==> config.mk <==
export PLATFORM = sky130hd
export DESIGN_NAME = wrr_arbiter
export DESIGN_NICKNAME = d
export VERILOG_FILES = /design/src/rtl/wrr_arbiter.sv
export SDC_FILE = /design/constraint.sdc
export NUM_CORES = 1
export LEC_CHECK = 0
export CORE_ASPECT_RATIO = 0.75
export CORE_MARGIN = 4
export CORE_UTILIZATION = 51
export DETAILED_ROUTE_END_ITERATION = 12
export PLACE_DENSITY = 0.89
export SLEW_MARGIN = 20
export SYNTH_ARGS = -nofsm -noshare
export SYNTH_HDL_FRONTEND = slang
export SYNTH_SLANG_ARGS = --single-unit
==> constraint.sdc <==
create_clock -name clk -period 5.8 [get_ports clk]
set_clock_uncertainty 0.1 [all_clocks]
set_input_delay 1.74 -clock clk [delete_from_list [all_inputs] [get_ports clk]]
set_output_delay 1.74 -clock clk [all_outputs]
set_load 0.02 [all_outputs]
==> src/rtl/wrr_arbiter.sv <==
// Weighted round-robin arbiter: rotating-priority winner search, per-requester
// credit for consecutive wins, and a registered one-hot grant held per transaction.
module wrr_arbiter #(
  parameter int N  = 4,
  parameter int WW = 4,
  localparam int IDW = $clog2(N)
) (
  input  logic            clk,
  input  logic            rstn,
  input  logic            en,
  input  logic [N-1:0]    req,
  input  logic [N*WW-1:0] weight,
  input  logic            ack,
  input  logic            last,
  output logic [N-1:0]    gnt,
  output logic [IDW-1:0]  gnt_id,
  output logic            busy
);

  typedef enum logic {IDLE = 1'b0, BUSY = 1'b1} state_t;

  state_t         state, state_n;
  logic [IDW-1:0] ptr, ptr_n, cur, cur_n, gnt_id_n;
  logic [IDW-1:0] start, win, cur_inc;
  logic [WW-1:0]  credit, credit_n;
  logic [N-1:0]   gnt_n;
  logic           busy_n, found, done, abort;

  function automatic logic [IDW-1:0] inc_mod(input logic [IDW-1:0] i);
    return (i == IDW'(N - 1)) ? '0 : i + IDW'(1);
  endfunction

  // Returns {hit, index} of the first set request at or after s, wrapping.
  function automatic logic [IDW:0] pick(input logic [N-1:0] r, input logic [IDW-1:0] s);
    logic           hit;
    logic [IDW-1:0] idx;
    int             j;
    hit = 1'b0;
    idx = '0;
    for (int k = 0; k < N; k++) begin
      j   = int'(s) + k;
      j   = (j >= N) ? j - N : j;
      idx = (!hit && r[j]) ? IDW'(j) : idx;
      hit = hit | r[j];
    end
    return {hit, idx};
  endfunction

  // A zero weight behaves as weight 1, i.e. no extra consecutive wins.
  function automatic logic [WW-1:0] load_credit(input logic [N*WW-1:0] wv,
                                                input logic [IDW-1:0]  w);
    logic [WW-1:0] wt;
    wt = wv[int'(w)*WW +: WW];
    return (wt == '0) ? '0 : wt - WW'(1);
  endfunction

  // Next-state, credit and grant decode.
  always_comb begin
    cur_inc      = inc_mod(cur);
    start        = (state == BUSY) ? cur_inc : ptr;
    {found, win} = pick(req, start);
    abort        = ~req[cur];
    done         = ack & last;
    state_n      = state;
    ptr_n        = ptr;
    cur_n        = cur;
    credit_n     = credit;
    gnt_n        = gnt;
    gnt_id_n     = gnt_id;
    busy_n       = busy;
    case (state)
      IDLE: begin
        if (en && found) begin
          state_n    = BUSY;
          cur_n      = win;
          gnt_id_n   = win;
          gnt_n      = '0;
          gnt_n[win] = 1'b1;
          busy_n     = 1'b1;
          credit_n   = load_credit(weight, win);
        end else begin
          state_n = IDLE;
        end
      end
      BUSY: begin
        // An abort (owner dropped req) takes precedence over any ack that cycle.
        if (abort || done) begin
          if (!abort && en && credit != '0) begin
            credit_n = credit - WW'(1);
          end else if (en && found) begin
            ptr_n      = cur_inc;
            cur_n      = win;
            gnt_id_n   = win;
            gnt_n      = '0;
            gnt_n[win] = 1'b1;
            credit_n   = load_credit(weight, win);
          end else begin
            state_n = IDLE;
            ptr_n   = cur_inc;
            gnt_n   = '0;
            busy_n  = 1'b0;
          end
        end else begin
          state_n = BUSY;
        end
      end
      default: begin
        state_n = IDLE;
        gnt_n   = '0;
        busy_n  = 1'b0;
      end
    endcase
  end

  // State and registered outputs.
  always_ff @(posedge clk or negedge rstn) begin
    if (!rstn) begin
      state  <= IDLE;
      ptr    <= '0;
      cur    <= '0;
      credit <= '0;
      gnt    <= '0;
      gnt_id <= '0;
      busy   <= 1'b0;
    end else begin
      state  <= state_n;
      ptr    <= ptr_n;
      cur    <= cur_n;
      credit <= credit_n;
      gnt    <= gnt_n;
      gnt_id <= gnt_id_n;
      busy   <= busy_n;
    end
  end

endmodule

======== Yosys cells after proc, flatten, opt, wreduce, memory -nomap -nowiden ========
Cells that the tools add are included.
word-level totals
  flip-flop bits (word level) ............. 16
  input port bits ......................... 25
  output and inout bits ................... 7
  word-level logic and storage cells ...... 111
operators by class
  add/subtract/negate cells ............... 10
  magnitude comparators ................... 11
  eq/ne operators ......................... 5
  shift operators ......................... 1
  mux-type cells .......................... 53
  bitwise logic cells ..................... 7
  reductions and logical operators ........ 17
operators by type and width
  kind                                                                   count
  32-bit by 4-bit < comparator with 1-bit output, second input constant  4
  32-bit 2-to-1 mux                                                      4
  4-bit 2-to-1 mux                                                       8
  2-bit 2-to-1 mux                                                       12
  1-bit 2-to-1 mux                                                       17
  4-bit case mux with 2 select lines                                     2
  16-bit by 5-bit variable part select with 4-bit output                 1
  3-bit by 3-bit subtractor with 4-bit output, second input constant     3
  1-bit binary-select mux with 2-bit select                              5
  3-bit >= comparator, second input constant                             3
  2-bit case mux with 2 select lines                                     2
  4-bit by 1-bit subtractor with 4-bit output, second input constant     2
  1-bit logical AND                                                      7
  2-bit by 2-bit adder with 3-bit output, second input constant          2
  2-bit by 3-bit < comparator with 1-bit output, second input constant   2
  2-bit inequality test, second input constant                           3
  3-bit AND reduction                                                    2
  4-bit logical NOT                                                      1
  1-bit case mux with 2 select lines                                     2
  4-bit AND reduction                                                    1
  4-bit nonzero test                                                     1
  2-bit by 3-bit subtractor with 4-bit output, second input constant     1
  2-bit by 1-bit adder with 3-bit output, second input constant          1
  2-bit by 3-bit >= comparator with 1-bit output, second input constant  1
  other kinds (11)                                                       17

======== Longest topological paths before layout ========
Gate-level depths: netlist of the first run.
  depth in word-level cells ............... 22
  depth in mapped cells ................... 8
  gate-level depth less buffers ........... 8

======== Worst setup path after synthesis of the first run ========
Ideal clock, no wire load.
  path type ............................... input to register
  start point ............................. input req[3]
  end point ............................... register credit[3]
  library setup time ...................... 0.126 ns
  data arrival time ....................... 3.178 ns
  required time ........................... 5.574 ns
  slack ................................... 2.396 ns
  stages on the path ...................... 7
  buffers on the path ..................... 0
  cells stage by stage .................... nand2b_1 a211oi_1 a211o_1 a2111oi_1 a31o_2 a311oi_1 a221o_1
between the ends
  longest elaborated chain between the ends .. 15
  elaborated cells between the ends (all ways) .. 41
  those cells by class .................... 1 x add/sub; 1 x eq/ne; 1 x shift; 23 x mux; 4 x bitwise; 11 x reduce/logical
ends and longest elaborated chain
  item                                                                                     line    RTL
  start: declaration                                                                       11      input logic [N-1:0] req,
  1-bit binary-select mux with 2-bit select                                                43, 44
  1-bit 2-to-1 mux (not written as such) (2 in series)                                     43, 44
  1-bit logical NOT / 1-bit OR (equally long branches)                                     43, 44
  1-bit logical AND, or another cell as far along                                          43      idx = (!hit && r[j]) ? IDW'(j) : idx;
  2-bit 2-to-1 mux, or another cell as far along                                           43
  2-bit 2-to-1 mux / 1-bit logical AND (equally long branches)                             43
  2-bit 2-to-1 mux                                                                         43
  16-bit by 5-bit variable part select with 4-bit output                                   53      wt = wv[int'(w)*WW +: WW];
  4-bit by 1-bit subtractor with 4-bit output / 4-bit logical NOT (equally long branches)  54      return (wt == '0) ? '0 : wt - WW'(1);
  4-bit 2-to-1 mux                                                                         54
  4-bit 2-to-1 mux                                                                         73, 90
  4-bit 2-to-1 mux                                                                         88      if (!abort && en && credit != '0) begin
  4-bit 2-to-1 mux                                                                         87      if (abort || done) begin
  4-bit case mux with 2 select lines                                                       71      case (state)
  end signal: assignment                                                                   129     credit <= credit_n;
  end: declaration                                                                         25      logic [WW-1:0] credit, credit_n;
Several ways; a longest one is shown, not always the timed one. The select of a mux whose other input is x is not followed.
A chain may end at the register's enable or synchronous reset.

======== Worst setup path after layout of the first run ========
Same ends and word-level chain as after synthesis.

==> results of run 1 <==
-- worst min-delay path by stage --
stage	startpoint	endpoint	slack, ns
6_report	gnt[3]$_DFFE_PN0P_	gnt[3]$_DFFE_PN0P_	0.40
4_1_cts	gnt[3]$_DFFE_PN0P_	gnt[3]$_DFFE_PN0P_	0.41
3_3_place_gp	gnt[2]$_DFFE_PN0P_	gnt[2]$_DFFE_PN0P_	0.39
3_5_place_dp	gnt[3]$_DFFE_PN0P_	gnt[3]$_DFFE_PN0P_	0.38
5_1_grt	gnt[1]$_DFFE_PN0P_	gnt[1]$_DFFE_PN0P_	0.43
2_1_floorplan	ptr[0]$_DFFE_PN0P_	ptr[0]$_DFFE_PN0P_	0.40
-- registers in the layout, summed over array words and instances, names as in the netlist --
register,count
ptr,2
cur,2
credit,4
gnt,4
state,1
busy,1
-- cell usage after synthesis, types with 2 or more instances --
master    number
nand2_1       12
a22o_1         4
o21ai_1        2
dfrtp_1       14
a211oi_1       2
a2111o_1       2
a21oi_1        3
a31o_2         3
nand3_1        3
o211ai_1       3
inv_1          4
a31o_1         2
ha_1           2
a21o_1         2
mux2_2         2
nand4_1        5
and4_1         5
nand2b_1       3
nor2_1        10
o31ai_1        2
-- kinds of logic (layout without fill, tap and decap cells) --
family	count (synthesis)	after routing	synth area share, %
multiplexers	5	5	6.97
buffers and inverters	5	38	2.36
flip-flops	14	14	31.5
AND/OR/NAND/NOR	47	47	23.8
AO/OA/AOI/OAI	42	42	33.1
adder cells (fa/ha/maj)	2	2	2.25
-- routing by layer --
metal	GRT usage [%]	up-vias	wire length, um
li1	-	535	-
met1	30.0	564	1380
met2	31.5	42	1410
met3	6.38	4	221
met4	5.65	0	34
met5	0	-	0
-- placed cells by master (no fill, tap or decap), types with 2 or more instances in the layout --
cell type	instances
nand3_1	3
nand4_1	5
a22o_1	4
a21o_1	2
ha_1	2
and4_1	5
nand2b_1	3
a21oi_1	3
a31o_1	2
inv_1	4
clkdlybuf4s50_1	31
o31ai_1	2
clkbuf_4	3
a211oi_1	2
o211ai_1	3
nor2_1	10
nand2_1	12
o21ai_1	2
a2111o_1	2
dfrtp_1	14
mux2_2	2
a31o_2	3
-- metrics by stage --
| step | hold WS, ns | total power (W) | cell area (sq um) | util (%) |
|---|---|---|---|---|
| 2_1_floorplan | 0.397 | 0.000517 | 1110 | - |
| 3_5_place_dp | 0.384 | 0.000639 | 1440 | 70.9 |
| 5_1_grt | 0.430 | 0.000757 | 1460 | 72.0 |
| 4_1_cts | 0.414 | 0.000696 | 1460 | 72.0 |
| 3_3_place_gp | 0.392 | 0.000624 | 1440 | 70.9 |
| 6_report | 0.405 | 0.000702 | 1460 | 72.0 |
-- final cells by class --
| class | count | area, sq um | area share [%] |
|---|---|---|---|
| timing repair buffer | 31 | 310 | 21.2 |
| multi-input combinational | 96 | 736 | 50.3 |
| clock buffer | 3 | 22.5 | 1.54 |
| tap | 24 | 30.0 | 2.05 |
| inverter | 4 | 15.0 | 1.03 |
| sequential | 14 | 350 | 23.9 |
-- report_power, final --
part	switching [W]	internal [W]	total, W
logic	0.000248	0.000214	0.000463
registers	0.0000440	0.000140	0.000184
clock network	0.0000305	0.0000241	0.0000546
==> run summary, run 1 <==
First-pass GRT wire length: 4910 um
Depth of the worst register-to-register path: 8
Final Non-Filler Cells: 172
Mapped Nets: 142
Cts hold-fix bufs: 0
Synth area leaders: dfrtp_1, nand2_1, and4_1
LEAKAGE: 0.584 nW
Post-DP HPWL: 2310 um
Syn Inst Count: 115
Htree depth: 1
Worst r2r src: cur[0]$_DFFE_PN0P_
Worst-margin pin slew: 0.609 ns
WL final: 3040 um
CTS buffer count: 3
Num rows: 14
# setup viols final: 0
Hold Vio Cnt, Final: 0
Distinct cells, synth: 50
Crit path depth: 8
Area of the core: 2030 sq um
Post-synthesis sequential area ratio: 31.5%
Final Max Tran Viols: 0
DR WL/cell: 17.7 um
Mapped Area: 1110 sq um
Total track usage: 21.3%
Synth Area per Inst: 9.67 sq um
Post-cts gate resize count: 0
Routed Antenna Nets: 0
Cell family with most CP delay: compound AO/OA/AOI/OAI gates
Worst EP required: 5.86 ns
RSZ-0062 raised after global routing: no
GPL Wtd Cong: 0.856
PortBufs: 31
Cell Pwr Density: 479 nW/um^2
Largest net degree at the start of global routing: 15
Dpl cells: 169
Reg2reg setup slack: 2.81 ns
Async set or reset register ratio after synthesis: 100%
Setup WS pre-CTS: 1.50 ns
Clock latency on the worst-skew pair: 0.28 ns
Critical Path Fanout Max: 8
Post-CTS Setup Inserts: 0
Starting Density: 54.7%
Crit path capture: credit[3]$_DFFE_PN0N_
Status: completed
Reg clk slew, reported paths: 0.08 ns
Synth top area share: 31.5%
Relative slew margins: 59.3%
Root Driver: clkbuf_4
CP peak stage delay: 0.61 ns
Filler cells: 167
Critical-path cell list: clkdlybuf4s50_1 -> nand2b_1 -> a211oi_1 -> a211o_1 -> a2111oi_0 -> a31o_2 -> a311oi_1 -> a221o_1
Final TNS setup: 0 ns
TritonCTS Sinks: 14
ANT cells: 0
Die W: 61.9 um
Die Footprint: 3000 sq um
TritonCTS clock tree: yes
Hold Path Depth: 1
Crit path DAT: 4.18 ns
CP startpoint kind: input pin
DRC: 0
Post-synth top area cell: dfrtp_1
F_max: 0.243 GHz
Hold crit path type: reg -> reg
Fraction of layout instances using a drive strength above 1: 11.5%
Number of synthesized flops with an enable pin: 0
Setup CP Type: in -> reg
Maxcap violations: 0
Die extent in y: 48.4 um
Critical Path Start: req[3]
Nature of the critical path endpoint: register
Io pins: 32
Drt first pass iters: 4
FF-to-FF End: credit[3]$_DFFE_PN0N_
Routed vias: 1145
Fin crit share: 70.9%
Syn-to-layout area delta: 31.6%
Antenna violations before repair: 0
Ys Warns: 0
Nets: 177
Vias in the first global route: 1108
CTS max path bufs: 2
Overflow after GRT: 0
Minimum clock period: 4.11 ns
Maximum vdd drop: 0.000284 V
Flop and latch count out of synthesis: 14
Crit-path slowest cell: clkdlybuf4s50_1
Via density: 6.66
Worst path bufs/invs: 1
Final worst setup slack: 1.69 ns
Ys flop type: dfrtp_1
DRT iter0 DRCs: 76
Power figures use the tool's default switching activity.
==> run 2, diff against run 1 <==
--- a/config.mk
+++ b/config.mk
@@ -7,9 +7,9 @@
 export LEC_CHECK = 0
 export CORE_ASPECT_RATIO = 0.75
 export CORE_MARGIN = 4
-export CORE_UTILIZATION = 51
+export CORE_UTILIZATION = 42
 export DETAILED_ROUTE_END_ITERATION = 12
-export PLACE_DENSITY = 0.89
+export PLACE_DENSITY = 0.79
 export SLEW_MARGIN = 20
 export SYNTH_ARGS = -nofsm -noshare
 export SYNTH_HDL_FRONTEND = slang
==> constraint.sdc (replaced) <==
create_clock -name clk -period 3.65 [get_ports clk]
set_clock_uncertainty 0.1 [all_clocks]
set_input_delay 1.095 -clock clk [delete_from_list [all_inputs] [get_ports clk]]
set_output_delay 1.095 -clock clk [all_outputs]
set_load 0.02 [all_outputs]
==> run 2 against run 1 <==
- power is 59% higher
- sequential share of layout area decreased by 0.44 points
- global-route usage is 2.1 points lower
- critical endpoint unchanged
- highest routed layer unchanged
==> run summary, run 2 (synthesized netlist as in run 1, its figures left out) <==
Status: completed
Die W: 67.4 um
Overflow after GRT: 0
Vias in the first global route: 1114
Die extent in y: 52.6 um
Biggest regs: credit (4), gnt (4)
Largest net degree at the start of global routing: 15
CP startpoint kind: input pin
TritonCTS Sinks: 14
Switching portion of total power: 45.7%
Total track usage: 19.2%
Drt first pass iters: 4
Final worst setup slack: 0.362 ns
Worst EP required: 3.71 ns
DR WL/cell: 16.2 um
# setup viols final: 0
Relative slew margins: 57.5%
Post-cts gate resize count: 0
Fraction of layout instances using a drive strength above 1: 12.7%
Post-DP HPWL: 2430 um
Maxcap violations: 0
F_max: 0.304 GHz
Routed vias: 1110
GPL Wtd Cong: 0.917
ANT cells: 0
Power consumption: 0.00112 W
Root Driver: clkbuf_4
Flop pwr share: 26.1%
Worst-margin pin slew: 0.636 ns
Nets: 179
Routed Antenna Nets: 0
Final TNS setup: 0 ns
Internal: 0.000607 W
Most frequent cells in the layout: clkdlybuf4s50_1, dfrtp_1, nand2_1, nor2_1
Combinational power share: 66.5%
Filler cells: 229
Die Footprint: 3540 sq um
Antenna violations before repair: 0
LEAKAGE: 0.593 nW
DRT iter0 DRCs: 66
Crit path DAT: 3.35 ns
Final Max Tran Viols: 0
Nature of the critical path endpoint: register
First-pass GRT wire length: 5110 um
Fin crit share: 90.1%
RSZ-0062 raised after global routing: no
Num rows: 15
TritonCTS clock tree: yes
Reg clk slew, reported paths: 0.08 ns
Starting Density: 46.3%
Maximum vdd drop: 0.000346 V
Syn-to-layout area delta: 34.1%
DRC: 0
Clock latency on the worst-skew pair: 0.27 ns
Setup WS pre-CTS: 0.106 ns
Hold crit path type: reg -> reg
Hold Vio Cnt, Final: 0
Io pins: 32
Clock network fraction of design power: 7.5%
WL final: 2980 um
PortBufs: 31
CTS buffer count: 3
Htree depth: 1
NetSw: 0.000510 W
Cts hold-fix bufs: 0
CTS max path bufs: 2
Critical Path Fanout Max: 8
Commonest non-fill, non-tap cell in the layout: clkdlybuf4s50_1
Area of the core: 2400 sq um
Cell Pwr Density: 749 nW/um^2
Post-CTS Setup Inserts: 0
Setup CP Type: in -> reg
Via density: 6.03
Minimum clock period: 3.29 ns
## run 2: path summary, 6_finish.rpt
check | start | to | slack [ns] | cells past startpoint
setup / recovery | req[3] | credit[3]$_DFFE_PN0N_ | 0.36 | 8
hold / removal | gnt[0]$_DFFE_PN0P_ | gnt[0]$_DFFE_PN0P_ | 0.42 | 1
setup reg to reg | cur[0]$_DFFE_PN0P_ | credit[3]$_DFFE_PN0N_ | 0.74 | 8
hold reg to reg | gnt[0]$_DFFE_PN0P_ | gnt[0]$_DFFE_PN0P_ | 0.42 | 1
max in group asynchronous | rstn | gnt[3]$_DFFE_PN0P_ | 1.93 | 1
min in group asynchronous | rstn | ptr[1]$_DFFE_PN0P_ | 1.11 | 1
## run 2: area by class of cell
type	instances	area [sq um]	share of cell area (%)
Sequential cell	14	350	23.5
Tap cell	34	42.5	2.85
Timing Repair Buffer	33	325	21.8
Multi-Input combinational cell	96	736	49.3
Inverter	4	15.0	1.01
Clock buffer	3	22.5	1.51
## run 2: power by group through the flow
| stage | clock, W | combinational, W | sequential (W) |
|---|---|---|---|
| floorplan | 0 | 0.000510 | 0.000311 |
| global placement | 0 | 0.000711 | 0.000290 |
| detailed placement | 0 | 0.000737 | 0.000295 |
| CTS | 0.0000859 | 0.000740 | 0.000291 |
| global route | 0.0000936 | 0.000818 | 0.000304 |
| finish | 0.0000835 | 0.000742 | 0.000291 |
## run 2: worst max-delay path, cell delays in order
cell	delay [ns]
clkdlybuf4s50_1	0.60
nand2b_1	0.21
a211oi_1	0.07
a211o_1	0.39
a2111oi_1	0.39
a31o_2	0.22
a311oi_1	0.11
a221o_1	0.27
## run 2: metrics by stage
stage               std cells  cell area (sq um)  utilization [%]  hold WS [ns]
finish                    184               1490             62.1         0.417
global route              184               1490             62.1         0.447
CTS                       184               1490             62.1         0.421
detailed placement        181               1470             61.1         0.385
global placement          181               1470             61.1         0.395
floorplan                 115               1110                -         0.397
## run 2: per-layer routing
metal | vias up | routed length (um) | global-route usage [%] | part of all wire [%]
li1 | 536 | - | - | -
met1 | 525 | 1340 | 24.5 | 45
met2 | 45 | 1420 | 33.1 | 48
met3 | 4 | 202 | 5.36 | 6.8
met4 | 0 | 17 | 2.36 | 0.57
met5 | - | 0 | 0 | 0
